### src/rtl/time_keeper.sv
// 24-hour HH:MM:SS time-of-day counter in packed BCD with RUN/SET editing and midnight strobe.
// Optional alarm comparator and sticky flag when TK_ALARM_EN is defined.
module time_keeper (
    input  logic       clk,
    input  logic       rst_n,
    input  logic       tick_1s,
    input  logic       set_mode,
    input  logic       inc_min,
    input  logic       inc_hour,
`ifdef TK_ALARM_EN
    input  logic [5:0] alarm_hr,
    input  logic [6:0] alarm_min,
    input  logic       alarm_arm,
    input  logic       alarm_ack,
    output logic       alarm,
`endif
    output logic [3:0] sec_ones,
    output logic [2:0] sec_tens,
    output logic [3:0] min_ones,
    output logic [2:0] min_tens,
    output logic [3:0] hr_ones,
    output logic [1:0] hr_tens,
    output logic       day_tick
);

    // state | meaning
    // RUN   | time advances on tick_1s, inc_* ignored
    // SET   | seconds frozen, inc_min / inc_hour edit the time
    typedef enum logic {RUN = 1'b0, SET = 1'b1} state_t;

    state_t     state, state_nx;
    logic [3:0] sec_ones_nx, min_ones_nx, hr_ones_nx;
    logic [2:0] sec_tens_nx, min_tens_nx;
    logic [1:0] hr_tens_nx;
    logic       day_tick_nx;
    logic       alarm_hit;

    // {tens, ones} +1 mod 60
    function automatic logic [6:0] min_inc(input logic [2:0] t, input logic [3:0] o);
        if (o != 4'd9)      return {t, o + 4'd1};
        else if (t != 3'd5) return {t + 3'd1, 4'd0};
        else                return 7'd0;
    endfunction

    // {tens, ones} +1 mod 24
    function automatic logic [5:0] hr_inc(input logic [1:0] t, input logic [3:0] o);
        if (t == 2'd2 && o == 4'd3) return 6'd0;
        else if (o == 4'd9)         return {t + 2'd1, 4'd0};
        else                        return {t, o + 4'd1};
    endfunction

    always_comb begin
        state_nx    = state;
        sec_ones_nx = sec_ones;
        sec_tens_nx = sec_tens;
        min_ones_nx = min_ones;
        min_tens_nx = min_tens;
        hr_ones_nx  = hr_ones;
        hr_tens_nx  = hr_tens;
        day_tick_nx = 1'b0;
        alarm_hit   = 1'b0;
        // set_mode is decoded ahead of the state so a tick on the entry edge is dropped
        if (set_mode) begin
            state_nx = SET;
            if (inc_min)
                {min_tens_nx, min_ones_nx} = min_inc(min_tens, min_ones);
            if (inc_hour)
                {hr_tens_nx, hr_ones_nx} = hr_inc(hr_tens, hr_ones);
        end else if (state == SET) begin
            state_nx    = RUN;
            sec_ones_nx = 4'd0;
            sec_tens_nx = 3'd0;
        end else if (tick_1s) begin
            if (sec_ones != 4'd9) begin
                sec_ones_nx = sec_ones + 4'd1;
            end else if (sec_tens != 3'd5) begin
                sec_ones_nx = 4'd0;
                sec_tens_nx = sec_tens + 3'd1;
            end else begin
                sec_ones_nx = 4'd0;
                sec_tens_nx = 3'd0;
                {min_tens_nx, min_ones_nx} = min_inc(min_tens, min_ones);
                if (min_tens == 3'd5 && min_ones == 4'd9) begin
                    {hr_tens_nx, hr_ones_nx} = hr_inc(hr_tens, hr_ones);
                    day_tick_nx = (hr_tens == 2'd2 && hr_ones == 4'd3);
                end
`ifdef TK_ALARM_EN
                alarm_hit = ({hr_tens_nx, hr_ones_nx} == alarm_hr) &&
                            ({min_tens_nx, min_ones_nx} == alarm_min);
`endif
            end
        end
    end

    always_ff @(posedge clk) begin
        if (!rst_n) begin
            state    <= RUN;
            sec_ones <= 4'd0;
            sec_tens <= 3'd0;
            min_ones <= 4'd0;
            min_tens <= 3'd0;
            hr_ones  <= 4'd0;
            hr_tens  <= 2'd0;
            day_tick <= 1'b0;
        end else begin
            state    <= state_nx;
            sec_ones <= sec_ones_nx;
            sec_tens <= sec_tens_nx;
            min_ones <= min_ones_nx;
            min_tens <= min_tens_nx;
            hr_ones  <= hr_ones_nx;
            hr_tens  <= hr_tens_nx;
            day_tick <= day_tick_nx;
        end
    end

`ifdef TK_ALARM_EN
    always_ff @(posedge clk) begin
        if (!rst_n)
            alarm <= 1'b0;
        else if (alarm_arm && alarm_hit)
            alarm <= 1'b1;
        else if (alarm_ack || !alarm_arm)
            alarm <= 1'b0;
    end
`else
    logic unused_alarm;
    assign unused_alarm = alarm_hit;
`endif

endmodule

### config.mk
export PLATFORM = sky130hd
export DESIGN_NAME = time_keeper
export DESIGN_NICKNAME = d
export VERILOG_FILES = /design/src/rtl/time_keeper.sv
export SDC_FILE = /design/constraint.sdc
export NUM_CORES = 1
export LEC_CHECK = 0
export BUFFER_PORTS_ARGS = -buffer_cell sky130_fd_sc_hd__buf_2
export CAP_MARGIN = 10
export CORE_ASPECT_RATIO = 1.5
export CORE_UTILIZATION = 50
export DETAILED_ROUTE_END_ITERATION = 10
export PLACE_DENSITY = 0.75
export SYNTH_ARGS = -nofsm -noshare
export SYNTH_HDL_FRONTEND = slang
export SYNTH_SLANG_ARGS = --single-unit
export TNS_END_PERCENT = 50
### constraint.sdc
create_clock -name clk -period 2.8 [get_ports clk]
set_input_delay 0.56 -clock clk [delete_from_list [all_inputs] [get_ports clk]]
set_output_delay 0.56 -clock clk [all_outputs]
set_load 0.05 [all_outputs]
==> metrics.yaml <==
clk_path_buf_depth: 2
use_met2_pct: 38.17
synth_xor_area_share_pct: 2.954
drv_slew: 0
path_cells: "inv_1 > ha_1 > and4b_1 > a32oi_1 > o21bai_1 > a31o_2"
worst_setup_path_start_kind: "flop"
rsz0062_at_grt: "false"
synth_ff_type: "dfxtp_1"
track_usage_pct: 20.61
drc: 0
drive_gt1_share_pct: 23.08
crit_fanout: 13
syn_to_final_growth_pct: 14.66
avgSynthCellArea_sq_um: 9.054
fin_skew_ns: 0.01015
synth_top_area_cell: "dfxtp_1"
synthAdderAreaFrac_pct: 5.274
grt_max_degree: 15
reg2reg_depth: 6
synth-async-reset-ratio_pct: 0
grt_overflow_total: 0
fin_ws_ns: 0.6541
row_count: 21
placed_cells: 175
ctsResizeCount: 0
place_ws_ns: 0.5884
synth_cell_types: 45
reg2reg_to: "min_ones[3]"
grt_pass1_wl_um: 4126
tritoncts: "yes"
cp_num_buf_inv: 1
utilization_pct: 60.90
fin_area_sq_um: 1360
ys_seq_elements: 22
maxCapViolCount: 0
place.gp.congestion: 0.7859
die_w_um: 41.77
period_needed_ns: 2.146
met3_usage_pct: 1.760
status: "completed"
cts_max_level: 1
yosysTopAreaCellShare_pct: 37.13
viasPerCell: 6.156
vias: 1102
syn_nets: 142
cts.sinks: 22
synth_compound_area_share_pct: 20.36
clk_pin_slew_ns: 0.12
relSlewSlack_pct: 42.37
synthesis.area_sq_um: 1186
grtUsageMet1_pct: 24.32
yosys.area_share.simple_pct: 28.90
hp-start: "hr_tens[0]"
power_density_nw_per_um2: 446.8
synth.area.top_cells: "dfxtp_1, ha_1, a21oi_1"
antennaDiodeCount: 0
post_cts_buffers: 0
slowest_stage: "a32oi_1"
initial_core_util_pct: 53.11
min_to: "hr_tens[0]"
cp-end-kind: "flop"
drt-total-wl_um: 2542
ios: 27
synth_top_family_by_area: "simple AND/OR/NAND/NOR gates"
r2r_start: "sec_ones[1]"
top_usage_layer: "met2"
arrival_ns: 2.36
vdd_ir_drop_max_uv: 215.6
crit_type: "reg2reg"
power.leakage_nw: 0.5564
reg2reg_slack_ns: 0.65
insertion_delay_ns: 0.30
antenna_found_initial: 0
hold_path_class: "reg2reg"
ant_nets: 0
fin_tns_setup_ns: 0
die_area_sq_um: 2575
root_buffer: "clkbuf_4"
yosysWarnings: 0
period_share_pct: 76.64
drtPass1Iterations: 4
netlist_instances: 131
synth_enable_flop_cells: 0
hold_viol: 0
port_buffers: 26
routedWlPerCell_um: 14.20
synth_mux_area_share_pct: 1.688
setup_viol: 0
post-dp-hpwl_um: 1893
core_sq_um: 2233
slowest_delay_ns: 0.74
cp_top_family: "compound AO/OA/AOI/OAI gates"
layout.nets: 168
cts-hold-fix-buffers: 0
grt_pass1_vias: 973
cts-buffers-inserted: 3
ys_seq_area_share_pct: 37.13
die_h_um: 61.65
hold_path_depth: 1
required_ns: 3.01
post_dp_cell_area_sq_um: 1324
initialDrtViolationCount: 27
worst_pin_slew_ns: 0.8645
fmax_ghz: 0.4660
final_cells: 179
## cells by family after synthesis
kind of cell             Yosys count
buffers and inverters             11
flip-flops                        22
AND/OR/NAND/NOR                   51
XOR/XNOR                           4
adder cells (fa/ha/maj)            5
AO/OA/AOI/OAI                     36
multiplexers                       2
## synth_stat cells (all sizes together) (2+ instances only)
master   count
a21oi        8
a31oi        2
and2         2
and3         2
and4b        2
and4bb       2
clkbuf       4
dfxtp       22
ha           5
inv          6
mux2i        2
nand2        7
nand3        4
nand3b       4
nand4b       4
nor2         8
nor3         3
o2111ai      2
o21ai        8
o21bai       3
o31ai        3
or3          2
or4          4
xor2         3
## cell usage in the layout (no fill, tap or decap), drive strengths merged, types with 3 or more instances in the layout
cell and count:
o31ai 3, nand2 7, or4 4, o21bai 3, buf 26, nand3b 4, nor2 8, ha 5
dfxtp 22, clkbuf 4, inv 6, o21ai 8, nand3 4, xor2 3, nor3 3, a21oi 8
nand4b 4
## worst max path at each step
stage / startpoint / endpoint / slack [ns] / cells after the start
final: sec_ones[1] / min_ones[3] / 0.65 / 6
after CTS: sec_ones[1] / min_ones[3] / 0.63 / 6
after floorplan: sec_ones[1] / min_ones[3] / 0.76 / 7
after global routing: sec_ones[1] / min_ones[3] / 0.46 / 6
after detailed placement: tick_1s / min_ones[3] / 0.59 / 5
after global placement: tick_1s / min_ones[3] / 0.70 / 5
## flip-flops by register name, indices dropped and copies added (netlist names)
register / cells
day_tick: 1
state: 1
sec_tens: 3
hr_ones: 4
min_tens: 3
min_ones: 4
sec_ones: 4
hr_tens: 2
## routing by layer
metal	routed length, um	up-vias
met2	1361	18
met4	21	0
met5	0	-
met1	1101	532
li1	-	550
met3	59	2
## final cells by class
type / count / area (sq um)
multi-input combinational: 98 / 701.9
inverter: 6 / 22.52
sequential: 22 / 440.4
clock buffer: 4 / 36.28
fill: 224 / 873.3
timing repair buffer: 26 / 130.1
tap: 23 / 28.78
## stage by stage
| step | hold WS (ns) | power (mW) |
|---|---|---|
| 4_1_cts | 0.5163 | 0.6119 |
| 5_1_grt | 0.5429 | 0.6351 |
| 2_1_floorplan | 0.6701 | 0.4175 |
| 3_3_place_gp | 0.4951 | 0.4395 |
| 6_report | 0.5116 | 0.6077 |
| 3_5_place_dp | 0.4984 | 0.4441 |
## power by group
part           internal (mW)  switching [mW]
combinational         0.0287          0.0654
clock                 0.0792          0.0920
sequential             0.323          0.0189
(Power assumes the default switching activity.)
